--- config.mk ---
export PLATFORM = sky130hd
export DESIGN_NAME = divconst_seq
export DESIGN_NICKNAME = d
export VERILOG_FILES = /design/src/rtl/divconst_seq.sv
export SDC_FILE = /design/constraint.sdc
export NUM_CORES = 1
export LEC_CHECK = 0
export CORE_MARGIN = 8
export CORE_UTILIZATION = 50
export DETAILED_ROUTE_END_ITERATION = 16
export PLACE_DENSITY_LB_ADDON = 0.25
export SETUP_SLACK_MARGIN = 0.1
export SYNTH_ARGS = -nofsm -noshare
export SYNTH_HDL_FRONTEND = slang
export SYNTH_SLANG_ARGS = --single-unit
--- constraint.sdc ---
create_clock -name clk -period 4.7 [get_ports clk]
set_input_delay 0.47 -clock clk [delete_from_list [all_inputs] [get_ports clk]]
set_output_delay 0.47 -clock clk [all_outputs]
set_load 0.01 [all_outputs]
--- src/rtl/divconst_seq.sv ---
// Multi-cycle divide-by-constant: restoring division, STEP quotient bits per clock,
// with unsigned, signed-floor and signed-truncate result semantics.
module divconst_seq #(
  parameter int WIDTH   = 32,
  parameter int DIVISOR = 10,
  parameter int STEP    = 1
) (
  input  logic             clk,
  input  logic             rstn,
  input  logic             in_valid,
  output logic             in_ready,
  input  logic [WIDTH-1:0] num,
  input  logic             is_signed,
  input  logic             floor_mode,
  output logic             out_valid,
  input  logic             out_ready,
  output logic [WIDTH-1:0] q,
  output logic [WIDTH-1:0] r
);

  localparam int N  = WIDTH / STEP;
  localparam int RW = $clog2(DIVISOR);
  localparam int CW = (N > 1) ? $clog2(N) : 1;

  localparam logic [RW:0]      DIV_R = (RW+1)'(DIVISOR);
  localparam logic [WIDTH-1:0] DIV_W = WIDTH'(DIVISOR);
  localparam logic [CW-1:0]    CNT_LAST = CW'(N - 1);

  if (WIDTH < 8) begin : g_bad_width
    $error("divconst_seq: WIDTH must be at least 8");
  end
  if (WIDTH % STEP != 0) begin : g_bad_step
    $error("divconst_seq: WIDTH must be a multiple of STEP");
  end
  if (DIVISOR < 2 || $clog2(DIVISOR + 1) > WIDTH - 1) begin : g_bad_div
    $error("divconst_seq: DIVISOR out of range");
  end

  typedef enum logic [1:0] {IDLE, CALC, FIX, DONE} state_t;

  state_t           state_q;
  logic [CW-1:0]    cnt_q;
  logic             out_valid_q;
  logic [WIDTH-1:0] q_q, r_q;

  logic [WIDTH-1:0] mag_q, mag_d;
  logic [RW:0]      rem_q, rem_d;
  logic             neg_q, floor_q;

  logic             accept;
  logic [WIDTH-1:0] rm_w;
  logic [WIDTH-1:0] fix_q, fix_r;

  assign in_ready  = rstn && (state_q == IDLE || (state_q == DONE && out_ready));
  assign accept    = in_valid && in_ready;
  assign out_valid = out_valid_q;
  assign q         = q_q;
  assign r         = r_q;

  // STEP chained restoring steps; quotient bits enter the magnitude register from the LSB
  always_comb begin
    rem_d = rem_q;
    mag_d = mag_q;
    for (int i = 0; i < STEP; i++) begin
      rem_d = {rem_d[RW-1:0], mag_d[WIDTH-1]};
      mag_d = {mag_d[WIDTH-2:0], 1'b0};
      if (rem_d >= DIV_R) begin
        rem_d    = rem_d - DIV_R;
        mag_d[0] = 1'b1;
      end
    end
  end

  assign rm_w = WIDTH'(rem_q);

  // Floor with a nonzero remainder rounds the magnitude up: -(qm+1) == ~qm
  always_comb begin
    fix_q = mag_q;
    fix_r = rm_w;
    if (neg_q) begin
      if (!floor_q || rem_q == '0) begin
        fix_q = -mag_q;
        fix_r = -rm_w;
      end else begin
        fix_q = ~mag_q;
        fix_r = DIV_W - rm_w;
      end
    end
  end

  // Control and result registers
  always_ff @(posedge clk or negedge rstn) begin
    if (!rstn) begin
      state_q     <= IDLE;
      cnt_q       <= '0;
      out_valid_q <= 1'b0;
      q_q         <= '0;
      r_q         <= '0;
    end else if (accept) begin
      state_q     <= CALC;
      cnt_q       <= CNT_LAST;
      out_valid_q <= 1'b0;
    end else begin
      case (state_q)
        CALC: begin
          if (cnt_q == '0) begin
            state_q <= FIX;
          end else begin
            cnt_q <= cnt_q - 1'b1;
          end
        end
        FIX: begin
          q_q         <= fix_q;
          r_q         <= fix_r;
          out_valid_q <= 1'b1;
          state_q     <= DONE;
        end
        DONE: begin
          if (out_ready) begin
            out_valid_q <= 1'b0;
            state_q     <= IDLE;
          end
        end
        default: state_q <= IDLE;
      endcase
    end
  end

  // Datapath registers
  always_ff @(posedge clk) begin
    if (accept) begin
      neg_q   <= is_signed && num[WIDTH-1];
      mag_q   <= (is_signed && num[WIDTH-1]) ? (~num + 1'b1) : num;
      floor_q <= floor_mode;
      rem_q   <= '0;
    end else if (state_q == CALC) begin
      mag_q <= mag_d;
      rem_q <= rem_d;
    end
  end

endmodule

After elaboration in Yosys (flattened, before gate mapping)

Index checks and enable logic that the tools add are counted.

Bitwise logic cells: 3
Add/subtract/negate cells: 6
Eq/ne operators: 6
Reductions and logical operators: 16
Order comparisons: 1
Mux-type cells: 19

Operators with widths:

| cell                                                | count |
|---|---|
| 2-to-1 mux 32 bit                                   | 7 |
| NOT 32 bit                                          | 2 |
| adder 32 x 1 -> 32 bit, second input constant       | 1 |
| negator 32 bit                                      | 1 |
| negator 5 -> 32 bit                                 | 1 |
| 2-to-1 mux 5 bit                                    | 4 |
| zero test 5 bit                                     | 2 |
| AND reduction 2 bit                                 | 4 |
| 2-to-1 mux 2 bit                                    | 3 |
| != test 3 bit, second input constant                | 2 |
| case mux 2 bit (3 select lines)                     | 1 |
| subtractor 4 x 5 -> 6 bit, first input constant     | 1 |
| >= comparator 5 x 4 -> 1 bit, second input constant | 1 |
| subtractor 5 x 1 -> 5 bit, second input constant    | 1 |
| subtractor 5 x 4 -> 5 bit, second input constant    | 1 |
| equality test 2 bit, second input constant          | 2 |
| logical AND 1 bit                                   | 4 |
| 2-to-1 mux 1 bit                                    | 3 |
| nonzero test 3 bit                                  | 1 |
| equality test 2 x 1 -> 1 bit, second input constant | 1 |
| zero test 2 bit                                     | 1 |
| logical OR 1 bit                                    | 2 |
| != test 2 bit, second input constant                | 1 |
| case mux 1 bit (2 select lines)                     | 1 |
| 3 further kinds                                     | 3 |

Logic and storage cells: 60
Output and inout port bits: 66
Bits in registers: 111
Input port bits: 38

Depth between registers and ports, before layout

Gate-level depths: netlist (run 1).

Word-level depth: 7
Gate-level depth with buffers: 11
Gate-level depth less buffers: 9

Least setup slack after synthesis (run 1)

OpenSTA, ideal clock, no wires.

Kind: flip-flop to flip-flop
From: reg state_q[0]
To: reg mag_q[0] (enable)
Period minus slack after synthesis: 2.553 ns
Library setup time: 0.478 ns
Path slack: 2.147 ns
Data arrival time: 2.075 ns
Buffers on the path: 2
Stages on the path, launching flop included: 7
Required time: 4.222 ns
Cell sequence: dfrtp_1 > ha_1 > a21oi_1 > or2_2 > clkbuf_1 > buf_1 > nand2_1

Word-level cells in the longest chain between the ends: 6
Elaborated cells on any way between the ends: 8
Those cells by class: 2 x eq/ne; 6 x reduce/logical

RTL lines:

| element                                 | RTL line | source |
|---|---|---|
| from (decl)                             | 41       | `state_t state_q;` |
| from (signal assigned)                  | 94       | `state_q <= IDLE;` |
| from (signal assigned)                  | 100      | `state_q <= CALC;` |
| from (signal assigned)                  | 107      | `state_q <= FIX;` |
| equality test 2 bit                     | 54       | `assign in_ready = rstn && (state_q == IDLE \|\| (state_q == DONE && out_ready));` |
| logical AND 1 bit                       | 54       |  |
| logical OR 1 bit                        | 54       |  |
| logical AND 1 bit                       | 54       |  |
| logical AND 1 bit                       | 55       | `assign accept = in_valid && in_ready;` |
| nonzero test 2 bit (no source line) (*) | --       |  |
| to (signal assigned)                    | 133      | `mag_q <= (is_signed && num[WIDTH-1]) ? (~num + 1'b1) : num;` |
| to (signal assigned)                    | 137      | `mag_q <= mag_d;` |
| to (decl)                               | 46       | `logic [WIDTH-1:0] mag_q, mag_d;` |

Mark *: on every way between the ends. The rest lies on a longest branch, timed or not.
A chain may end at the register's enable or synchronous reset.

Final worst setup path (run 1)

From: reg rem_q[0]
To: reg q_q[26] (netlist: q[26])

Word-level cells in the longest chain between the ends: 4

RTL lines:

| element                | RTL line | source |
|---|---|---|
| from (decl)            | 47       | `logic [RW:0] rem_q, rem_d;` |
| from (signal assigned) | 138      | `rem_q <= rem_d;` |
| zero test 5 bit        | 81       | `if (!floor_q \|\| rem_q == '0) begin` |
| logical OR 1 bit       | 81       |  |
| 2-to-1 mux 32 bit      | 81       |  |
| 2-to-1 mux 32 bit      | 80       | `if (neg_q) begin` |
| to (signal assigned)   | 113      | `q_q <= fix_q;` |
| to (decl)              | 44       | `logic [WIDTH-1:0] q_q, r_q;` |

Every way passes these cells.

==> impl_metrics.tcl, run 1 <==
set metrics [dict create \
    ios 104 \
    cts_buffer_depth 2 \
    fillCellCount 896 \
    route.detailed.drc 0 \
    worstSkewPairLatency_ps 360 \
    worstPathRequired_ps 4950 \
    final_cells 806 \
    die_area_um2 14600 \
    clock.fmax_ghz 0.312 \
    cts_hold_buf 0 \
    post_drt_via_cell_ratio 5.79 \
    row_count 38 \
    floorplan.die.width_um 121 \
    async_flop_share 0.557 \
    port-buffer-count 103 \
    synth_area_um2 5500 \
    synth.lib_cells_used.distinct 56 \
    count_of_antenna_diodes_in_the_layout 0 \
    wire_length_of_the_first_global_routing_pass_mm 22.0 \
    post_cts_resize_count 0 \
    initial_utilization 0.510 \
    synth.ff_latch_count 88 \
    via_count 4668 \
    drv_cap 0 \
    finalWirelength_mm 13.6 \
    dp_hpwl_mm 9.78 \
    postSynthNetCount 653 \
    fin_crit_ps 3210 \
    totalNegativeSetupSlack_ps 0 \
    ctsHtreeMaxLevel 3 \
    setup.worst_path.start "rem_q[0]" \
    cts-root-buf "sky130_fd_sc_hd__clkbuf_8" \
    synth.yosys.warnings 0 \
    worstSetupEndpointType "register" \
    drv_slew 0 \
    worst_setup_path_start_kind "register" \
    clock-sinks 88 \
    area.growth.synth_to_final_pct 20.5 \
    core_area_um2 10800 \
    worstReg2RegStart "rem_q[0]" \
    synth-edff-count 34 \
    slew_headroom 0.301 \
    postSynthCellCount 605 \
    dp.cells 790 \
    final.setup_skew_ps 7.09 \
    overflow 0 \
    drt-pass1-iter-count 5 \
    power-per-cell-area_nw_per_um2 626 \
    via_count_of_the_first_global_routing_pass 4398 \
    grtUsageTotal 0.184 \
    period_share 0.682 \
    final_hold_viol_count 0 \
    setup.worst_path.class "reg2reg" \
    critical_path_arrival_ps 3460 \
    drt-wirelength-per-cell_um 16.9 \
    hold_class "in2async" \
    layout.nets 709 \
    post_route_cells_drive_above_1_share 0.0586 \
    power.ir.vdd_worst_v 0.000268 \
    antenna_left 0 \
    run_status "finished, final reports clean" \
    cts_post_setup_buffers_inserted 0 \
    drt-initial-drc-count 451 \
    r2r_slack_ps 1490 \
    synth-main-ff-cell "sky130_fd_sc_hd__dfrtp_1" \
    grt_start_max_net_pins 87 \
    yosysSeqAreaShare 0.426 \
    cts_tree "yes" \
    die-height_um 121 \
    p_leak_uw 0.00252 \
    tightest_slew_ps 1050 \
    antenna_found_initial 0 \
    setup_violations_final 0 \
    clkTransAtPathRegs_ps 90 \
    postSynthAreaPerCell_um2 9.10 \
    setup_repair_after_global_routing_missed_its_margin "false" \
    path_max_fanout 12 \
    place_congestion 0.888 \
    tritoncts.num_buffers 9 \
]
[power by group]
group / leakage (uW) / internal (uW) / total, uW / switching [uW]
sequential: 0.000918 / 1250 / 1640 / 395
clock: 0.000112 / 311 / 586 / 275
combinational: 0.00149 / 925 / 1920 / 996
total: 0.00252 / 2480 / 4150 / 1670
[worst max-delay path, cell delays in order (launching register included)]
cell	delay [ps]
sky130_fd_sc_hd__dfxtp_1	420
sky130_fd_sc_hd__inv_1	120
sky130_fd_sc_hd__ha_1	270
sky130_fd_sc_hd__nor3b_1	290
sky130_fd_sc_hd__ha_1	240
sky130_fd_sc_hd__nand2b_1	390
sky130_fd_sc_hd__nand3b_1	470
sky130_fd_sc_hd__nor4_4	640
sky130_fd_sc_hd__a211o_1	200
sky130_fd_sc_hd__nand3_1	60
[kinds of logic after synthesis]
group	count (synthesis)	share of synthesized area
AO/OA/AOI/OAI	162	0.178
flip-flops	88	0.426
AND/OR/NAND/NOR	201	0.202
buffers and inverters	84	0.0737
XOR/XNOR	55	0.0875
adder cells (fa/ha/maj)	10	0.0227
multiplexers	5	0.00977
[sequential cells by signal, summed over array words and instances, names as in the netlist]
signal	count
neg_q	1
mag_q	32
state_q	2
rem_q	5
q	32
floor_q	1
r	9
cnt_q	5
out_valid	1
[per-stage QoR]
step / area (um^2) / total power, uW / setup WS (ps) / util / hold slack [ps]
2_1_floorplan: 5500 / 2800 / 2150 / - / 174
3_3_place_gp: 6410 / 3500 / 1530 / 0.594 / 495
3_5_place_dp: 6410 / 3570 / 1420 / 0.594 / 499
4_1_cts: 6630 / 4170 / 1500 / 0.614 / 251
5_1_grt: 6630 / 4430 / 1240 / 0.614 / 300
6_report: 6630 / 4150 / 1490 / 0.614 / 227
[placed cells by master (no fill, tap or decap), types with 3 or more instances in the layout]
| cell | instances |
|---|---|
| sky130_fd_sc_hd__nand2b_1 | 3 |
| sky130_fd_sc_hd__nor2b_1 | 9 |
| sky130_fd_sc_hd__ha_1 | 9 |
| sky130_fd_sc_hd__mux2_2 | 3 |
| sky130_fd_sc_hd__nand3b_1 | 5 |
| sky130_fd_sc_hd__o311ai_0 | 6 |
| sky130_fd_sc_hd__a21oi_1 | 50 |
| sky130_fd_sc_hd__dfrtp_1 | 49 |
| sky130_fd_sc_hd__or3_1 | 9 |
| sky130_fd_sc_hd__nor2_1 | 48 |
| sky130_fd_sc_hd__xnor2_1 | 26 |
| sky130_fd_sc_hd__o41ai_1 | 9 |
| sky130_fd_sc_hd__clkdlybuf4s50_1 | 102 |
| sky130_fd_sc_hd__inv_1 | 23 |
| sky130_fd_sc_hd__a31oi_1 | 15 |
| sky130_fd_sc_hd__nor4_4 | 4 |
| sky130_fd_sc_hd__nand4_1 | 8 |
| sky130_fd_sc_hd__clkinv_2 | 3 |
| sky130_fd_sc_hd__nand3_1 | 10 |
| sky130_fd_sc_hd__clkbuf_8 | 10 |
| sky130_fd_sc_hd__o31ai_1 | 12 |
| sky130_fd_sc_hd__edfxtp_1 | 34 |
| sky130_fd_sc_hd__o211ai_1 | 9 |
| sky130_fd_sc_hd__nor3_1 | 16 |
| sky130_fd_sc_hd__nand2_1 | 58 |
| sky130_fd_sc_hd__buf_4 | 3 |
| sky130_fd_sc_hd__xor2_1 | 29 |
| sky130_fd_sc_hd__o21ai_1 | 6 |
| sky130_fd_sc_hd__dfxtp_1 | 5 |
| sky130_fd_sc_hd__nor4_1 | 8 |
| sky130_fd_sc_hd__or4_1 | 6 |
| sky130_fd_sc_hd__o21ai_0 | 42 |
| sky130_fd_sc_hd__a211o_1 | 3 |
[worst paths after layout]
check,cells after the start,end
max,9,q[26]
min,2,q[25]
max reg2reg,9,q[26]
min reg2reg,2,q[28]
max in group asynchronous,2,q[14]
min in group clk,2,q[28]
[synth_stat cells, types with 3 or more instances]
cell type / instances / area, um^2
sky130_fd_sc_hd__a211o_1: 3 / 26.3
sky130_fd_sc_hd__a21oi_1: 50 / 250
sky130_fd_sc_hd__a31oi_1: 15 / 93.8
sky130_fd_sc_hd__buf_4: 24 / 180
sky130_fd_sc_hd__clkbuf_1: 35 / 131
sky130_fd_sc_hd__dfrtp_1: 49 / 1230
sky130_fd_sc_hd__dfxtp_1: 5 / 100
sky130_fd_sc_hd__edfxtp_1: 34 / 1020
sky130_fd_sc_hd__ha_1: 10 / 125
sky130_fd_sc_hd__inv_1: 23 / 86.3
sky130_fd_sc_hd__mux2_2: 3 / 33.8
sky130_fd_sc_hd__nand2_1: 58 / 218
sky130_fd_sc_hd__nand2b_1: 3 / 18.8
sky130_fd_sc_hd__nand3_1: 10 / 50.1
sky130_fd_sc_hd__nand3b_1: 5 / 37.5
sky130_fd_sc_hd__nand4_1: 8 / 50.1
sky130_fd_sc_hd__nor2_1: 48 / 180
sky130_fd_sc_hd__nor2b_1: 9 / 56.3
sky130_fd_sc_hd__nor3_1: 16 / 80.1
sky130_fd_sc_hd__nor4_1: 8 / 50.1
sky130_fd_sc_hd__nor4_4: 4 / 85.1
sky130_fd_sc_hd__o211ai_1: 9 / 67.6
sky130_fd_sc_hd__o21ai_0: 42 / 210
sky130_fd_sc_hd__o21ai_1: 6 / 30.0
sky130_fd_sc_hd__o311ai_0: 6 / 52.6
sky130_fd_sc_hd__o31ai_1: 12 / 90.1
sky130_fd_sc_hd__o41ai_1: 9 / 78.8
sky130_fd_sc_hd__or3_1: 9 / 56.3
sky130_fd_sc_hd__or4_1: 6 / 45.0
sky130_fd_sc_hd__xnor2_1: 26 / 228
sky130_fd_sc_hd__xor2_1: 29 / 254
[cell type report]
cell class | instances | area, um^2 | area share
clock buffers | 10 | 138 | 0.0208
clock inverters | 6 | 82.6 | 0.0125
inverters | 23 | 86.3 | 0.0130
multi-input cells | 433 | 2750 | 0.415
flip-flops and latches | 88 | 2350 | 0.354
well taps | 140 | 175 | 0.0264
repair buffers | 106 | 1050 | 0.158
[layer usage]
metal / vias to the layer above / routed length, um / track usage
li1: 2271 / - / -
met1: 2201 / 6150 / 0.248
met2: 184 / 6250 / 0.288
met3: 12 / 1050 / 0.0419
met4: 0 / 170 / 0.0554
met5: - / 0 / 0
No activity file was read; power rests on OpenSTA's default activity.
==> run 2: changes to the inputs <==
--- a/config.mk
+++ b/config.mk
@@ -6,7 +6,7 @@
 export NUM_CORES = 1
 export LEC_CHECK = 0
 export CORE_MARGIN = 8
-export CORE_UTILIZATION = 50
+export CORE_UTILIZATION = 48
 export DETAILED_ROUTE_END_ITERATION = 16
 export PLACE_DENSITY_LB_ADDON = 0.25
 export SETUP_SLACK_MARGIN = 0.1
==> constraint.sdc (replaced) <==
create_clock -name clk -period 2.8 [get_ports clk]
set_input_delay 0.28 -clock clk [delete_from_list [all_inputs] [get_ports clk]]
set_output_delay 0.28 -clock clk [all_outputs]
set_load 0.01 [all_outputs]
==> run 2 against run 1 <==
Net effect: non-clock buffer count grew 16; clock power grew 110%; wire length grew 0.35%; flip-flop and latch count is the same; cell area grew 3.2%; worst setup slack lost 1100 ps; critical path type unchanged; largest cell class unchanged; highest routed layer unchanged.
==> impl_metrics.tcl, run 2 (synthesis gave the netlist of run 1 again) <==
set metrics [dict create \
    tritoncts.num_buffers 9 \
    worstSkewPairLatency_ps 350 \
    clock-sinks 88 \
    antenna_found_initial 0 \
    overflow 0 \
    slew_headroom 0.579 \
    hold_class "in2async" \
    core_area_um2 11300 \
    drt-wirelength-per-cell_um 16.6 \
    row_count 39 \
    floorplan.die.width_um 123 \
    layout.nets 725 \
    setup_repair_after_global_routing_missed_its_margin "false" \
    wire_length_of_the_first_global_routing_pass_mm 22.1 \
    period_share 0.875 \
    antenna_left 0 \
    initial_utilization 0.486 \
    ios 104 \
    power.ir.vdd_worst_v 0.000519 \
    totalNegativeSetupSlack_ps 0 \
    place_congestion 0.869 \
    p_leak_uw 0.00264 \
    tightest_slew_ps 626 \
    area.growth.synth_to_final_pct 24.3 \
    die_area_um2 15100 \
    count_of_antenna_diodes_in_the_layout 0 \
    cts_post_setup_buffers_inserted 0 \
    path_max_fanout 10 \
    ctsHtreeMaxLevel 3 \
    critical_path.cell_chain "inv_1 -> ha_1 -> nor3b_1 -> ha_1 -> nand2b_1 -> nand2_1 -> nor4_4 -> buf_4 -> nand3_1 -> o311ai_0" \
    setup.worst_path.class "reg2reg" \
    worst_setup_path_start_kind "register" \
    dp_hpwl_mm 10.3 \
    via_count 4719 \
    port-buffer-count 103 \
    clock.fmax_ghz 0.408 \
    drt-initial-drc-count 489 \
    post_drt_via_cell_ratio 5.72 \
    place_ws_ps 174 \
    power-per-cell-area_nw_per_um2 1060 \
    post_route_cells_drive_above_1_share 0.0792 \
    drt-pass1-iter-count 5 \
    critical_path_s_most_frequent_cell "sky130_fd_sc_hd__ha_1" \
    die-height_um 123 \
    final.setup_skew_ps 10.5 \
    worstPathRequired_ps 3010 \
    mostFrequentLayoutCells "102 x sky130_fd_sc_hd__clkdlybuf4s50_1, 58 x sky130_fd_sc_hd__nand2_1, 50 x sky130_fd_sc_hd__a21oi_1" \
    drv_cap 0 \
    clkTransAtPathRegs_ps 60 \
    run_status "finished, final reports clean" \
    grt_start_max_net_pins 60 \
    hold_ws_ps 48.0 \
    cts-root-buf "sky130_fd_sc_hd__clkbuf_16" \
    post-route-worst-setup-slack_ps 351 \
    crit_path_max_cell_delay_ps 360 \
    cts_buffer_depth 2 \
    worstSetupEndpointType "register" \
    route.detailed.drc 0 \
    layout.cells.most_common "sky130_fd_sc_hd__clkdlybuf4s50_1" \
    cts_tree "yes" \
    fin_crit_ps 2450 \
    timing.critical_path.slowest_stage_cell "sky130_fd_sc_hd__nor4_4" \
    setup_violations_final 0 \
    drv_slew 0 \
    critical_path_arrival_ps 2660 \
    grtUsageTotal 0.182 \
    finalWirelength_mm 13.7 \
    via_count_of_the_first_global_routing_pass 4323 \
    final_hold_viol_count 0 \
]
## run 2: path summary, 6_finish.rpt
path                                from        to  slack (ps)  cells past startpoint
worst max-delay path            rem_q[1]     q[23]         350                     10
worst min-delay path                rstn     q[24]          50                      2
worst max register to register  rem_q[1]     q[23]         350                     10
worst min register to register      r[0]      r[0]         510                      1
max in group asynchronous           rstn     q[11]        2300                      2
min in group clk                    rstn  cnt_q[4]         430                      4
## run 2: routing by layer
metal | global-route usage | up-vias | wire (um)
li1 | - | 2312 | -
met1 | 0.254 | 2227 | 6360
met2 | 0.275 | 163 | 6020
met3 | 0.0361 | 17 | 1070
met4 | 0.0662 | 0 | 213
met5 | 0 | - | 0
## run 2: power by group
part,internal [uW],switching (uW)
combinational,1610,1720
sequential,2100,628
clock,734,488
## run 2: final cells by class
cell class,count,area [um^2]
Fill cell,995,4480
Timing Repair Buffer,122,1170
Clock inverter,4,43.8
Clock buffer,12,256
Tap cell,143,179
Sequential cell,88,2350
Inverter,23,86.3
Multi-Input combinational cell,433,2760
## run 2: repair_timing
action | in CTS | in global routing
hold endpoints to repair | 0 | 0
setup endpoints to repair | 0 | 1
hold buffers | 0 | 0
resized for setup | 0 | 1
## run 2: through the flow
stage,std cells,cell area (um^2),power [uW],utilization
after floorplan,605,5500,4700,-
after global placement,809,6540,5960,0.577
after detailed placement,809,6540,6080,0.577
after CTS,825,6840,7300,0.604
after global routing,825,6840,7800,0.604
final,825,6840,7280,0.604
## run 2: critical path, delay by kind of cell (launching register included)
family | cells | cell delay [ps]
fa+ha+maj | 2 | 410
simple gates | 5 | 1170
buf+inv | 2 | 290
compound gates | 1 | 120
flops | 1 | 310
==> run 3: changes to the inputs <==
--- a/config.mk
+++ b/config.mk
@@ -5,7 +5,7 @@
 export SDC_FILE = /design/constraint.sdc
 export NUM_CORES = 1
 export LEC_CHECK = 0
-export CORE_MARGIN = 8
+export CORE_MARGIN = 1
 export CORE_UTILIZATION = 48
 export DETAILED_ROUTE_END_ITERATION = 16
 export PLACE_DENSITY_LB_ADDON = 0.25
==> run 3 against run 2 <==
Net effect: maximum frequency increased by 0.20%; power decreased by 1.4%; worst setup slack gained 5.0 ps; global-route usage grew 5.1 points; clock-buffer cell count rose by 3; combinational power barely moved; worst hold slack improved by 14 ps; die area shrank 21%; critical path type unchanged; critical endpoint is now q[26]; highest routed layer unchanged.
==> impl_metrics.tcl, run 3 (synthesis gave the netlist of run 1 again) <==
set metrics [dict create \
    run_status "finished, final reports clean" \
    critical_path_buf_inv_count 2 \
    clock.fmax_ghz 0.409 \
    via_count 4768 \
    antenna_left 0 \
    critical_path_s_most_frequent_cell "sky130_fd_sc_hd__ha_1" \
    period_share 0.873 \
    post_drt_via_cell_ratio 5.81 \
    worstReg2RegStart "rem_q[1]" \
    power.ir.vdd_worst_v 0.000551 \
    report.power.total_uw 7180 \
    drv_cap 0 \
    drt-pass1-iter-count 5 \
    most_used_layer_global_route "met2" \
    initial_utilization 0.501 \
    cts_post_setup_buffers_inserted 0 \
    kind_of_cell_with_the_highest_combined_delay_on_the_critical_path "simple AND/OR/NAND/NOR gates" \
    combinationalPowerShare 0.464 \
    critical_path_cell_count 10 \
    power-per-cell-area_nw_per_um2 1050 \
    row_count 38 \
    p_leak_uw 0.00262 \
    totalNegativeSetupSlack_ps 0 \
    rr_endpoint "q[26]" \
    cts-root-buf "sky130_fd_sc_hd__clkbuf_16" \
    r2r_slack_ps 360 \
    tritoncts.num_buffers 9 \
    met2_demand_to_capacity_share_in_global_routing 0.374 \
    fin_crit_ps 2440 \
    ios 104 \
    setup_violations_final 0 \
    floorplan.die.width_um 109 \
    cts_hold_buf 0 \
    drv_slew 0 \
    power.clock.fraction 0.154 \
    setup_repair_after_global_routing_missed_its_margin "false" \
    count_of_antenna_diodes_in_the_layout 0 \
    overflow 0 \
    grtUsageTotal 0.233 \
    crit_path_max_cell_delay_ps 480 \
    dp_hpwl_mm 9.49 \
    area.growth.synth_to_final_pct 23.7 \
    seq_power_share 0.382 \
    worstSkewPairLatency_ps 340 \
    die_area_um2 11900 \
    setup.worst_path.start "rem_q[1]" \
    die-height_um 109 \
    cts_buffer_depth 2 \
    drt-initial-drc-count 273 \
    post_cts_resize_count 0 \
    groute.layer.met1.usage 0.321 \
    hold_class "in2async" \
    ctsHtreeMaxLevel 3 \
    via_count_of_the_first_global_routing_pass 4440 \
    final.setup_skew_ps 5.59 \
    core_area_um2 11000 \
    grtUsageMet3 0.0251 \
    worst_setup_path_start_kind "register" \
    finalWirelength_mm 13.0 \
    hold_ws_ps 61.6 \
    critical_path_arrival_ps 2650 \
    worstRegToRegCells 10 \
    switching_power_uw 2810 \
    layout.nets 724 \
    final_cell_area_um2 6810 \
    cp-endpoint "q[26]" \
    post_route_cells_drive_above_1_share 0.0734 \
    power.share.switching 0.391 \
    layout.cells.most_common "sky130_fd_sc_hd__clkdlybuf4s50_1" \
    fillCellCount 933 \
    slew_headroom 0.552 \
    dpl-instance-area_um2 6540 \
    antenna_found_initial 0 \
    port-buffer-count 103 \
    path_max_fanout 11 \
    clock-sinks 88 \
    clkTransAtPathRegs_ps 60 \
    drt-wirelength-per-cell_um 15.8 \
    internal_power_uw 4370 \
    timing.critical_path.slowest_stage_cell "sky130_fd_sc_hd__nor4_4" \
    route.detailed.drc 0 \
    critical_path.cell_chain "inv_1 -> ha_1 -> nor3b_1 -> ha_1 -> nand2b_1 -> nand3b_1 -> buf_4 -> nor4_4 -> a211o_1 -> nand3_1" \
    worstPathRequired_ps 3010 \
    cts_tree "yes" \
    tightest_slew_ps 666 \
    mostFrequentLayoutCells "102 x sky130_fd_sc_hd__clkdlybuf4s50_1, 58 x sky130_fd_sc_hd__nand2_1, 50 x sky130_fd_sc_hd__a21oi_1" \
    final_hold_viol_count 0 \
    wire_length_of_the_first_global_routing_pass_mm 21.5 \
    setup.worst_path.class "reg2reg" \
    worstSetupEndpointType "register" \
    place_congestion 0.867 \
    grt_start_max_net_pins 61 \
]
[run 3: power by group through the flow]
stage | Combinational, uW | Clock [uW] | Sequential [uW]
CTS | 3350 | 1120 | 2730
global route | 3710 | 1180 | 2830
detailed placement | 3310 | 0 | 2750
floorplan | 2030 | 0 | 2670
finish | 3330 | 1110 | 2740
global placement | 3220 | 0 | 2700
[run 3: worst min path at each step]
stage / startpoint / to / slack (ps) / cells past startpoint
4_1_cts: rstn / state_q[1] / 100 / 2
6_report: rstn / state_q[1] / 60 / 2
2_1_floorplan: rstn / cnt_q[0] / -20 / 0
3_5_place_dp: rstn / state_q[1] / 450 / 2
5_1_grt: rstn / state_q[1] / 120 / 2
3_3_place_gp: rstn / state_q[1] / 430 / 2
[run 3: metal layers]
| layer | routed length, um | part of all wire | vias up |
|---|---|---|---|
| met4 | 227 | 0.017 | 0 |
| met3 | 599 | 0.046 | 22 |
| li1 | - | - | 2310 |
| met2 | 6080 | 0.47 | 157 |
| met5 | 0 | 0 | - |
| met1 | 6090 | 0.47 | 2279 |
[run 3: final cells by class]
cell class / instances / area (um^2) / area share
Clock buffer: 15 / 268 / 0.0393
Clock inverter: 1 / 5.00 / 0.000735
Inverter: 23 / 86.3 / 0.0127
Multi-Input combinational cell: 433 / 2750 / 0.404
Sequential cell: 88 / 2350 / 0.345
Tap cell: 140 / 175 / 0.0257
Timing Repair Buffer: 121 / 1170 / 0.172
[run 3: through the flow]
step	util	worst slack (ps)	std cells
2_1_floorplan	-	247	605
3_3_place_gp	0.595	194	805
3_5_place_dp	0.595	116	805
4_1_cts	0.620	295	821
5_1_grt	0.620	139	821
6_report	0.620	356	821
